### config.mk
export PLATFORM = sky130hd
export DESIGN_NAME = axi_read_arbiter
export DESIGN_NICKNAME = d
export VERILOG_FILES = /design/src/rtl/axi_pkg.sv /design/src/rtl/rr_priority_pick.sv /design/src/rtl/axi_read_arbiter.sv
export SDC_FILE = /design/constraint.sdc
export NUM_CORES = 1
export LEC_CHECK = 0
export CAP_MARGIN = 20
export CORE_AREA = 5 5 258 260
export CTS_CLUSTER_SIZE = 10
export DETAILED_ROUTE_END_ITERATION = 8
export DIE_AREA = 0 0 263 265
export PLACE_DENSITY_LB_ADDON = 0.3
export SETUP_SLACK_MARGIN = 0.5
export SLEW_MARGIN = 0
export SYNTH_ARGS = -nofsm -noshare
export SYNTH_HDL_FRONTEND = slang
export SYNTH_SLANG_ARGS = --single-unit
### constraint.sdc
create_clock -name ACLK -period 17.55 [get_ports ACLK]
set_clock_uncertainty 0.2 [all_clocks]
set_input_delay 4.3875 -clock ACLK [delete_from_list [all_inputs] [get_ports ACLK]]
set_output_delay 4.3875 -clock ACLK [all_outputs]
set_load 0.02 [all_outputs]
### src/rtl/axi_pkg.sv
// Shared AXI read-channel types and widths for the read arbiter and its helpers.
package axi_pkg;

  localparam int ADDR_W  = 32;
  localparam int DATA_W  = 256;
  localparam int LEN_W   = 8;
  localparam int SIZE_W  = 3;
  localparam int CACHE_W = 4;
  localparam int PROT_W  = 2;

  typedef enum logic [1:0] {
    IDLE = 2'd0,
    AR   = 2'd1,
    R    = 2'd2
  } arb_state_t;

  typedef struct packed {
    logic [ADDR_W-1:0]  addr;
    logic [LEN_W-1:0]   len;
    logic [SIZE_W-1:0]  size;
    logic [CACHE_W-1:0] cache;
    logic [PROT_W-1:0]  prot;
  } ar_req_t;

  // Round-robin successor of a grant, never landing on the priority requester.
  function automatic int next_rr(input int grant, input int num_req, input int prio);
    int n;
    n = (grant + 1) % num_req;
    if (n == prio) n = (n + 1) % num_req;
    return n;
  endfunction

endpackage

### src/rtl/rr_priority_pick.sv
// Combinational pick: the priority requester wins unless the starvation counter
// is saturated while others wait, otherwise round robin over the rest.
module rr_priority_pick #(
  parameter int NUM_REQ  = 2,
  parameter int PRIO_REQ = 0,
  localparam int IDX_W   = $clog2(NUM_REQ)
) (
  input  logic [NUM_REQ-1:0] valid_i,
  input  logic [IDX_W-1:0]   rr_ptr_i,
  input  logic               starve_sat_i,
  output logic [IDX_W-1:0]   grant_o,
  output logic               found_o,
  output logic               others_valid_o
);

  logic [NUM_REQ-1:0] others;

  always_comb begin
    // NOTE: every output of this block gets a default first, so no path leaves
    // a value unassigned and no latch is inferred.
    others           = valid_i;
    others[PRIO_REQ] = 1'b0;
    grant_o          = '0;
    found_o          = 1'b0;
    if (valid_i[PRIO_REQ] && (!starve_sat_i || others == '0)) begin
      grant_o = IDX_W'(PRIO_REQ);
      found_o = 1'b1;
    end else begin
      for (int i = 0; i < NUM_REQ; i++) begin
        if (!found_o && others[IDX_W'((int'(rr_ptr_i) + i) % NUM_REQ)]) begin
          grant_o = IDX_W'((int'(rr_ptr_i) + i) % NUM_REQ);
          found_o = 1'b1;
        end
      end
    end
  end

  assign others_valid_o = |others;

endmodule

### src/rtl/axi_read_arbiter.sv
// Shares one AXI read master between NUM_REQ requesters, one burst at a time,
// favouring PRIO_REQ with a starvation bound for the others.
module axi_read_arbiter
  import axi_pkg::*;
#(
  parameter int NUM_REQ  = 2,
  parameter int PRIO_REQ = 0,
  parameter int MAX_WAIT = 8
) (
  input  logic                              ACLK,
  input  logic                              ARESET,
  input  logic [NUM_REQ-1:0][ADDR_W-1:0]    S_ARADDR,
  input  logic [NUM_REQ-1:0][LEN_W-1:0]     S_ARLEN,
  input  logic [NUM_REQ-1:0][SIZE_W-1:0]    S_ARSIZE,
  input  logic [NUM_REQ-1:0][CACHE_W-1:0]   S_ARCACHE,
  input  logic [NUM_REQ-1:0][PROT_W-1:0]    S_ARPROT,
  input  logic [NUM_REQ-1:0]                S_ARVALID,
  output logic [NUM_REQ-1:0]                S_ARREADY,
  output logic [DATA_W-1:0]                 S_RDATA,
  output logic [NUM_REQ-1:0]                S_RLAST,
  output logic [NUM_REQ-1:0]                S_RVALID,
  input  logic [NUM_REQ-1:0]                S_RREADY,
  output logic [ADDR_W-1:0]                 M_ARADDR,
  output logic [LEN_W-1:0]                  M_ARLEN,
  output logic [SIZE_W-1:0]                 M_ARSIZE,
  output logic [CACHE_W-1:0]                M_ARCACHE,
  output logic [PROT_W-1:0]                 M_ARPROT,
  output logic                              M_ARVALID,
  input  logic                              M_ARREADY,
  input  logic [DATA_W-1:0]                 M_RDATA,
  input  logic                              M_RLAST,
  input  logic                              M_RVALID,
  output logic                              M_RREADY,
  output logic                              ERR
);

  localparam int IDX_W  = $clog2(NUM_REQ);
  localparam int SW     = $clog2(MAX_WAIT + 1);
  localparam int BEAT_W = 9;

  arb_state_t        state_q, state_d;
  logic [IDX_W-1:0]  grant_q, grant_d;
  logic [SW-1:0]     starve_q, starve_d;
  logic [IDX_W-1:0]  rr_ptr_q, rr_ptr_d;
  logic [BEAT_W-1:0] beat_q, beat_d;
  logic [BEAT_W-1:0] beat_total_q, beat_total_d;
  ar_req_t           ar_q, ar_d;
  logic              err_q, err_d;

  logic [IDX_W-1:0]  pick_grant;
  logic              pick_found;
  logic              others_valid;
  logic              starve_sat;
  logic              r_hs;
  ar_req_t           in_req;

  assign starve_sat = (starve_q == SW'(MAX_WAIT));

  rr_priority_pick #(
    .NUM_REQ  (NUM_REQ),
    .PRIO_REQ (PRIO_REQ)
  ) u_pick (
    .valid_i        (S_ARVALID),
    .rr_ptr_i       (rr_ptr_q),
    .starve_sat_i   (starve_sat),
    .grant_o        (pick_grant),
    .found_o        (pick_found),
    .others_valid_o (others_valid)
  );

  assign in_req.addr  = S_ARADDR[pick_grant];
  assign in_req.len   = S_ARLEN[pick_grant];
  assign in_req.size  = S_ARSIZE[pick_grant];
  assign in_req.cache = S_ARCACHE[pick_grant];
  assign in_req.prot  = S_ARPROT[pick_grant];

  assign r_hs = M_RVALID & M_RREADY;

  always_comb begin
    state_d      = state_q;
    grant_d      = grant_q;
    starve_d     = starve_q;
    rr_ptr_d     = rr_ptr_q;
    beat_d       = beat_q;
    beat_total_d = beat_total_q;
    ar_d         = ar_q;
    err_d        = err_q;
    case (state_q)
      IDLE: begin
        if (pick_found) begin
          grant_d      = pick_grant;
          ar_d         = in_req;
          beat_total_d = BEAT_W'(in_req.len) + 9'd1;
          state_d      = AR;
          if (pick_grant == IDX_W'(PRIO_REQ)) begin
            if (others_valid && !starve_sat) starve_d = starve_q + SW'(1);
          end else begin
            starve_d = '0;
            rr_ptr_d = IDX_W'(next_rr(int'(pick_grant), NUM_REQ, PRIO_REQ));
          end
        end
      end
      AR: begin
        if (M_ARREADY) begin
          beat_d  = '0;
          state_d = R;
        end
      end
      R: begin
        if (r_hs) begin
          if (beat_q != '1) beat_d = beat_q + 9'd1;
          // A short burst flags on RLAST; a long one flags when the count runs out.
          if (M_RLAST) begin
            state_d = IDLE;
            if (beat_q != beat_total_q - 9'd1) err_d = 1'b1;
          end else if (beat_q + 9'd1 == beat_total_q) begin
            err_d = 1'b1;
          end
        end
      end
      default: state_d = IDLE;
    endcase
  end

  // NOTE: state registers use non-blocking assignments so every flop samples
  // the pre-edge values regardless of block ordering.
  always_ff @(posedge ACLK) begin
    if (ARESET) begin
      state_q  <= IDLE;
      grant_q  <= '0;
      starve_q <= '0;
      rr_ptr_q <= '0;
      beat_q   <= '0;
      err_q    <= 1'b0;
    end else begin
      state_q  <= state_d;
      grant_q  <= grant_d;
      starve_q <= starve_d;
      rr_ptr_q <= rr_ptr_d;
      beat_q   <= beat_d;
      err_q    <= err_d;
    end
  end

  // NOTE: address/length payload is left unreset; it is always written in IDLE
  // before the FSM can expose it, so a reset would only add fan-out.
  always_ff @(posedge ACLK) begin
    ar_q         <= ar_d;
    beat_total_q <= beat_total_d;
  end

  assign M_ARADDR  = ar_q.addr;
  assign M_ARLEN   = ar_q.len;
  assign M_ARSIZE  = ar_q.size;
  assign M_ARCACHE = ar_q.cache;
  assign M_ARPROT  = ar_q.prot;
  assign M_ARVALID = (state_q == AR) && !ARESET;
  assign M_RREADY  = (state_q == R) && S_RREADY[grant_q] && !ARESET;
  assign S_RDATA   = M_RDATA;
  assign ERR       = err_q;

  always_comb begin
    S_ARREADY = '0;
    S_RVALID  = '0;
    S_RLAST   = '0;
    if (!ARESET) begin
      if (state_q == AR) S_ARREADY[grant_q] = M_ARREADY;
      if (state_q == R) begin
        S_RVALID[grant_q] = M_RVALID;
        S_RLAST[grant_q]  = M_RLAST;
      end
    end
  end

endmodule

==> results of run 1 <==
-- stage by stage --
stage	power (mW)	instances
after floorplan	0.323	507
after global placement	0.272	1208
after detailed placement	0.272	1208
after CTS	0.454	1223
after global routing	0.466	1223
final	0.444	1223
-- final timing paths --
kind / from / endpoint / depth (start not counted)
setup reg to reg: beat_total_q[1]$_DFFE_PP_ / ERR$_SDFFE_PP0P_ / 8
hold reg to reg: beat_q[8]$_SDFFE_PP0P_ / beat_q[8]$_SDFFE_PP0P_ / 2
hold / removal: beat_q[8]$_SDFFE_PP0P_ / beat_q[8]$_SDFFE_PP0P_ / 2
setup / recovery: ARESET / S_RLAST[0] / 4
-- routing by layer --
layer / wire length, um / share of wire / vias to the layer above
met2: 15300 / 0.47 / 474
li1: - / - / 1133
met5: 32 / 0.00098 / -
met1: 5630 / 0.17 / 1163
met4: 1210 / 0.037 / 2
met3: 10300 / 0.32 / 85
-- cell type report --
class / count / area [um^2]
Clock inverter: 3 / 41.3
Timing Repair Buffer: 113 / 1130
Sequential cell: 74 / 2060
Tap cell: 855 / 1070
Clock buffer: 12 / 236
Multi-Input combinational cell: 159 / 1060
Fill cell: 7316 / 58300
Inverter: 7 / 26.3
-- kinds of logic (layout without fill, tap and decap cells) --
| logic type | Yosys count | in the layout | share of synthesized area |
|---|---|---|---|
| XOR/XNOR | 27 | 27 | 0.0463 |
| other | 1 | 3 | 0.000734 |
| flip-flops | 74 | 74 | 0.403 |
| multiplexers | 2 | 2 | 0.00416 |
| AND/OR/NAND/NOR | 88 | 88 | 0.0989 |
| buffers and inverters | 274 | 135 | 0.392 |
| AO/OA/AOI/OAI | 33 | 33 | 0.0399 |
| adder cells (fa/ha/maj) | 6 | 6 | 0.0147 |
-- state kept, by name, indices dropped and copies added (netlist names) --
signal	count
ERR	1
M_ARADDR	32
M_ARCACHE	4
M_ARLEN	8
M_ARPROT	2
M_ARSIZE	3
beat_q	9
beat_total_q	9
starve_q	4
state_q	2
-- critical path: stages --
cell,delay (ns)
clkdlybuf4s50_1,0.81
nor3b_2,0.55
and2_1,0.22
clkdlybuf4s50_1,0.61
-- cells in the final DEF (no fill, tap or decap), drive strengths merged, types with 3 or more instances in the layout --
cell	n
clkdlybuf4s50	111
edfxtp	58
nor2	19
dfxtp	16
xnor2	15
xor2	12
clkbuf	12
a21oi	11
o21ai	10
nand3	9
nand2	9
nor3	8
inv	7
and2	6
nand2b	6
ha	6
nand4	5
nand3b	4
or3	4
and4	3
o211ai	3
conb	3
nor3b	3
or2	3
-- power by group through the flow --
stage          clock, mW  sequential (mW)  combinational (mW)
2_1_floorplan          0            0.221               0.102
3_3_place_gp           0            0.211              0.0612
3_5_place_dp           0            0.211              0.0605
4_1_cts            0.185            0.208              0.0608
5_1_grt            0.192            0.209              0.0645
6_report           0.177            0.208              0.0597
==> metrics.yaml, run 1 <==
outcome:
  status: "complete, no violations"
critical_path:
  crit_required_ns: 12.96
  reg2reg_slack_ns: 14.76
  critical_path_class: "primary input to output port"
  worstPathArrival_ns: 6.59
  end_kind: "output port"
  start_kind: "primary input"
  critPathMaxFanout: 19
place:
  hpwl_um: 29300
  dpl_cell_area_um2: 5340
  routabilityCongestion: 0.732
  io_buffers: 111
  post-place-ws_ns: 6.31
synth:
  yosysMostFrequentCell: "buf_4"
  synth_largest_type_area_fraction: 0.380
  syn_area_um2: 5110
  synth_edf_count: 58
  synth_cell_types: 46
  synthTopCellsByCount: "buf_4, edfxtp_1, nor2_1"
  async_flop_share: 0
  ys.flop_type: "edfxtp_1"
  netlist_top_cells_area: "buf_4, edfxtp_1, dfxtp_1"
  ys_ff_latch: 74
  synth_top_cell_by_area: "buf_4"
  syn_inst: 505
  ys_seq_area_frac: 0.403
  synth.avg_cell_area_um2: 10.1
  yosys_warnings: 0
grt:
  track_usage: 0.0872
  top_usage_layer: "met2"
  grt_pass1_wl_um: 39000
  antenna_found_initial: 0
  grt_overflow: 0
  grtUsageMet2: 0.143
  use_met1: 0.0432
  grt_util_met3: 0.132
  grt_pass1_vias: 3001
  grt_start_max_net_pins: 32
power:
  seq_power_share: 0.467
  p_comb_frac: 0.134
  power.internal_mw: 0.341
  switching_share: 0.233
  power_density_nw_per_um2: 79.1
  p_leak_nw: 1.64
  power_frac_clock: 0.398
  ir_drop_v: 0.0000648
  p_sw_mw: 0.104
cts:
  cts_tree: "done"
  clock_latency_ns: 0.34
  cts_hold_buf: 0
  post_cts_resized: 0
  cts_made_buffers: 9
  clock_sinks: 74
  clk_pin_slew_worst_paths_ns: 0.06
  max-clock-path-buffers: 2
  root_buffer: "clkbuf_16"
  post_cts_buffers: 0
  h-tree-depth: 3
route:
  final_antenna_net_count: 0
  num_vias: 2857
  drc: 0
  vias_per_cell: 2.34
  drt-total-wl_um: 32500
  wire_per_inst_um: 26.6
  firstDrtPassIters: 4
  drt_iter0_markers: 149
layout:
  diodes: 0
  fin_nets: 733
  final_util: 0.0880
  stdcell_area_um2: 5620
  layout-drive-gt1-share: 0.0571
  syn2layout_area_growth_pct: 9.94
min_path:
  hold_class: "flop to flop"
floorplan:
  die_w_um: 263
  die-area_um2: 69700
  pin_count: 677
  num_rows: 93
  start_util: 0.0800
  chipHeight_um: 265
  core_um2: 63900
run:
  max_cap_violations: 0
sta:
  tns_ns: 0
  slew_headroom: 0.473
  report.final.hold_viol_count: 0
  maxSlewViolCount: 0
  setup_ws_ns: 6.38
  hold_slack_ns: 0.321
  rsz0062_at_grt: "false"
  period_needed_ns: 11.17
  setup_violations: 0
  post-route-period-util: 0.637
  tightest_slew_ns: 0.788
  max_freq_mhz: 89.5
No activity file was read; power rests on OpenSTA's default activity.
==> run 2, diff against run 1 <==
CORE_AREA = 5 5 260 262   (was 5 5 258 260)
DIE_AREA = 0 0 265 267   (was 0 0 263 265)
clock period = 10.8 ns   (was 17.55 ns; I/O delays follow)
==> run 2 against run 1 <==
Against the previous run:
- combinational power is 63% higher
- first-iteration DRC count is 12% lower
- setup slack worse by 3.3 ns
- sequential share of layout area is 0.64 points lower
- clock power is 110% higher
==> metrics.yaml, run 2 (synthesis gave the netlist of run 1 again) <==
route:
  wire_per_inst_um: 26.8
  drt-total-wl_um: 33100
  num_vias: 2838
  drt_iter0_markers: 131
  firstDrtPassIters: 4
  drc: 0
  vias_per_cell: 2.30
  final_antenna_net_count: 0
floorplan:
  pin_count: 677
  die_w_um: 265
  start_util: 0.0785
  chipHeight_um: 267
  die-area_um2: 70800
  core_um2: 65200
  num_rows: 94
min_path:
  hp-start: "beat_q[8]$_SDFFE_PP0P_"
  whs_endpoint: "beat_q[8]$_SDFFE_PP0P_"
  hold_class: "flop to flop"
  min_path_cells: 2
grt:
  grt_start_max_net_pins: 42
  grt_pass1_wl_um: 38700
  antenna_found_initial: 0
  grt_pass1_vias: 3057
  grt_overflow: 0
  track_usage: 0.0870
layout:
  layout_commonest_cell: "clkdlybuf4s50_1"
  syn2layout_area_growth_pct: 11.9
  layout_common_cells: "clkdlybuf4s50_1, edfxtp_1, nor2_1, dfxtp_1, xnor2_1"
  diodes: 0
  fillers: 7584
  fin_nets: 733
  final_util: 0.0878
  largest_register_ffs: 32
  layout-drive-gt1-share: 0.0705
  stdcell_area_um2: 5720
  final_cell_count_no_fill: 1233
critical_path:
  crit_required_ns: 7.90
  r2r_cells: 10
  r2r-start: "beat_q[1]$_SDFFE_PP0P_"
  cp_slowest_cell: "clkdlybuf4s50_1"
  end_kind: "output port"
  cp_cell_sequence: "clkdlybuf4s50_1 -> nor3b_2 -> and2_1 -> clkdlybuf4s50_1"
  worstPathArrival_ns: 4.83
  rr_endpoint: "ERR$_SDFFE_PP0P_"
  reg2reg_slack_ns: 8.18
  critPathMostFrequentCell: "clkdlybuf4s50_1"
  cp-startpoint: "ARESET"
  critPathMaxFanout: 19
  critical_path_class: "primary input to output port"
  start_kind: "primary input"
  cp_slowest_stage_delay_ns: 0.78
sta:
  period_needed_ns: 7.73
  setup_violations: 0
  maxSlewViolCount: 0
  setup_ws_ns: 3.07
  max_freq_mhz: 129
  rsz0062_at_grt: "false"
  slew_headroom: 0.512
  hold_slack_ns: 0.314
  post-route-period-util: 0.716
  report.final.hold_viol_count: 0
  tightest_slew_ns: 0.730
  tns_ns: 0
power:
  power_mw: 0.805
  p_leak_nw: 1.69
  power_density_nw_per_um2: 141
  ir_drop_v: 0.000107
cts:
  cts_made_buffers: 9
  max-clock-path-buffers: 2
  post_cts_resized: 0
  post_cts_buffers: 0
  h-tree-depth: 3
  clk_pin_slew_worst_paths_ns: 0.07
  root_buffer: "clkbuf_16"
  cts_tree: "done"
  cts_hold_buf: 0
  clock_sinks: 74
  clock_latency_ns: 0.34
run:
  max_cap_violations: 0
place:
  hpwl_um: 30200
  post-place-ws_ns: 3.02
  io_buffers: 111
  dp_cells: 1217
  dpl_cell_area_um2: 5350
  routabilityCongestion: 0.717
outcome:
  status: "complete, no violations"
## run 2: worst max path at each step
| stage | endpoint | slack [ns] | cells past startpoint |
|---|---|---|---|
| floorplan | M_ARADDR[0]$_DFFE_PP_ | 3.28 | 3 |
| global placement | M_RREADY | 3.03 | 4 |
| detailed placement | M_RREADY | 3.02 | 4 |
| CTS | M_RREADY | 3.01 | 4 |
| global route | M_RREADY | 2.95 | 4 |
| finish | M_RREADY | 3.07 | 4 |
## run 2: final cells by class
class	count	area, um^2	area share
multi-input combinational	159	1060	0.185
sequential	74	2060	0.360
tap	864	1080	0.189
timing repair buffer	113	1130	0.197
clock inverter	7	141	0.0247
inverter	7	26.3	0.00459
clock buffer	9	225	0.0394
## run 2: power breakdown
group / internal, mW / switching [mW]
clock: 0.249 / 0.121
sequential: 0.328 / 0.00942
combinational: 0.0490 / 0.0483
## run 2: routing by layer
layer  vias up  wire [um]  track usage
met1      1149       5700       0.0425
met4         2       1400       0.0373
met2       456      15900        0.147
met5         -         34      0.00338
met3        93      10100        0.125
li1       1138          -            -
## run 2: critical path, delay by kind of cell
kind | cells | cell delay (ns)
buffers and inverters | 2 | 1.39
and+or+nand+nor | 2 | 0.73
==> run 3, diff against run 2 <==
clock period = 7.74 ns   (was 10.8 ns; I/O delays follow)
==> run 3 against run 2 <==
Against the previous run:
- combinational power increased by 41%
- first-iteration DRC count decreased by 3.8%
- count of clock-buffer cells in the layout increased by 4
- power increased by 27%
- worst hold slack improved by 0.0031 ns
==> metrics.yaml, run 3 (synthesis gave the netlist of run 1 again) <==
outcome:
  status: "complete, no violations"
critical_path:
  cp_cell_sequence: "clkdlybuf4s50_1 -> buf_4 -> nor3b_2 -> and2_1 -> clkdlybuf4s50_1"
  cp_top_family: "buffers and inverters"
  critical_path_class: "primary input to output port"
  crit_required_ns: 5.61
  cp_slowest_stage_delay_ns: 0.62
  crit_buf_inv: 3
  critPathMostFrequentCell: "clkdlybuf4s50_1"
  worstPathArrival_ns: 3.73
  end_kind: "output port"
  critPathMaxFanout: 19
  r2r-start: "beat_q[0]$_SDFFE_PP0P_"
  start_kind: "primary input"
  cp_slowest_cell: "clkdlybuf4s50_1"
  cp-startpoint: "ARESET"
min_path:
  hp-start: "beat_q[8]$_SDFFE_PP0P_"
  hold_class: "flop to flop"
cts:
  h-tree-depth: 3
  max-clock-path-buffers: 2
  clock_sinks: 74
  root_buffer: "clkbuf_16"
  clk_pin_slew_worst_paths_ns: 0.06
  post_cts_buffers: 0
  clock_latency_ns: 0.34
  cts_made_buffers: 9
  cts_hold_buf: 0
  cts_tree: "done"
  post_cts_resized: 0
layout:
  fillers: 7611
  fin_nets: 734
  final_util: 0.0869
  syn2layout_area_growth_pct: 10.8
  layout_commonest_cell: "clkdlybuf4s50_1"
  final_cell_count_no_fill: 1234
  diodes: 0
  layout-drive-gt1-share: 0.0703
  layout_common_cells: "clkdlybuf4s50_1, edfxtp_1, nor2_1, dfxtp_1, xnor2_1"
  largest_register_ffs: 32
route:
  firstDrtPassIters: 4
  drt-total-wl_um: 33400
  m1WireLength_um: 5910
  wire_per_inst_um: 27.1
  wl_met3_um: 10100
  num_vias: 2858
  dr_wl_met2_um: 16000
  vias_per_cell: 2.32
  drt_iter0_markers: 126
  final_antenna_net_count: 0
  top_layer: "met5"
  drc: 0
place:
  routabilityCongestion: 0.716
  dp_cells: 1218
  io_buffers: 111
  post-place-ws_ns: 1.85
  hpwl_um: 30300
sta:
  post-route-period-util: 0.757
  rsz0062_at_grt: "false"
  maxSlewViolCount: 0
  setup_ws_ns: 1.88
  tns_ns: 0
  hold_slack_ns: 0.317
  max_freq_mhz: 171
  slew_headroom: 0.608
  period_needed_ns: 5.86
  setup_violations: 0
  report.final.hold_viol_count: 0
  tightest_slew_ns: 0.586
grt:
  grt_pass1_wl_um: 39300
  track_usage: 0.0880
  antenna_found_initial: 0
  grt_start_max_net_pins: 33
  grt_overflow: 0
  grt_pass1_vias: 3103
floorplan:
  pin_count: 677
  core_um2: 65200
  die_w_um: 265
  die-area_um2: 70800
  chipHeight_um: 267
  num_rows: 94
  start_util: 0.0785
power:
  power_density_nw_per_um2: 181
  ir_drop_v: 0.000129
  p_leak_nw: 1.67
run:
  max_cap_violations: 0
-- run 3: changes by cell type in the layout (fill, tap and decap cells not counted) --
cell,previous run,this run
clkbuf_1,0,1
bufinv_16,4,0
clkbuf_16,9,10
buf_4,2,3
inv_4,0,1
clkinvlp_4,1,0
clkbuf_8,0,2
-- run 3: path summary, 6_finish.rpt --
| path | endpoint | depth (start not counted) | slack, ns |
|---|---|---|---|
| setup / recovery | M_RREADY | 5 | 1.88 |
| hold / removal | beat_q[8]$_SDFFE_PP0P_ | 2 | 0.32 |
| setup reg to reg | ERR$_SDFFE_PP0P_ | 10 | 5.18 |
| hold reg to reg | beat_q[8]$_SDFFE_PP0P_ | 2 | 0.32 |
-- run 3: cell type report --
class	count	area, um^2	share of cell area
multi-input cells	159	1060	0.187
clock inverters	3	20.0	0.00354
flip-flops and latches	74	2060	0.364
repair buffers	114	1130	0.200
well taps	864	1080	0.191
clock buffers	13	282	0.0497
inverters	7	26.3	0.00464
-- run 3: metrics by stage --
stage / area (um^2) / power, mW
floorplan: 5120 / 0.732
global placement: 5360 / 0.619
detailed placement: 5360 / 0.619
CTS: 5660 / 1.05
global route: 5660 / 1.08
finish: 5660 / 1.02
-- run 3: where the power goes --
group / switching [mW] / internal, mW
Sequential: 0.0137 / 0.457
Clock: 0.163 / 0.254
Combinational: 0.0679 / 0.0687
Total: 0.244 / 0.780
-- run 3: worst register-to-register path, stage by stage, from the launching register on --
cell       delay, ns
dfxtp_1         0.44
ha_1            0.30
nand3_1         0.21
nor2_1          0.25
and3_1          0.19
ha_1            0.25
xnor2_1         0.17
nand3_1         0.10
nor3_1          0.16
o2111ai_1       0.13
o211ai_1        0.10
-- run 3: per-layer routing --
metal  vias to the layer above  GRT usage
met5                         -    0.00338
met4                         2     0.0369
met3                        91      0.126
met2                       448      0.149
met1                      1179     0.0434
li1                       1138          -
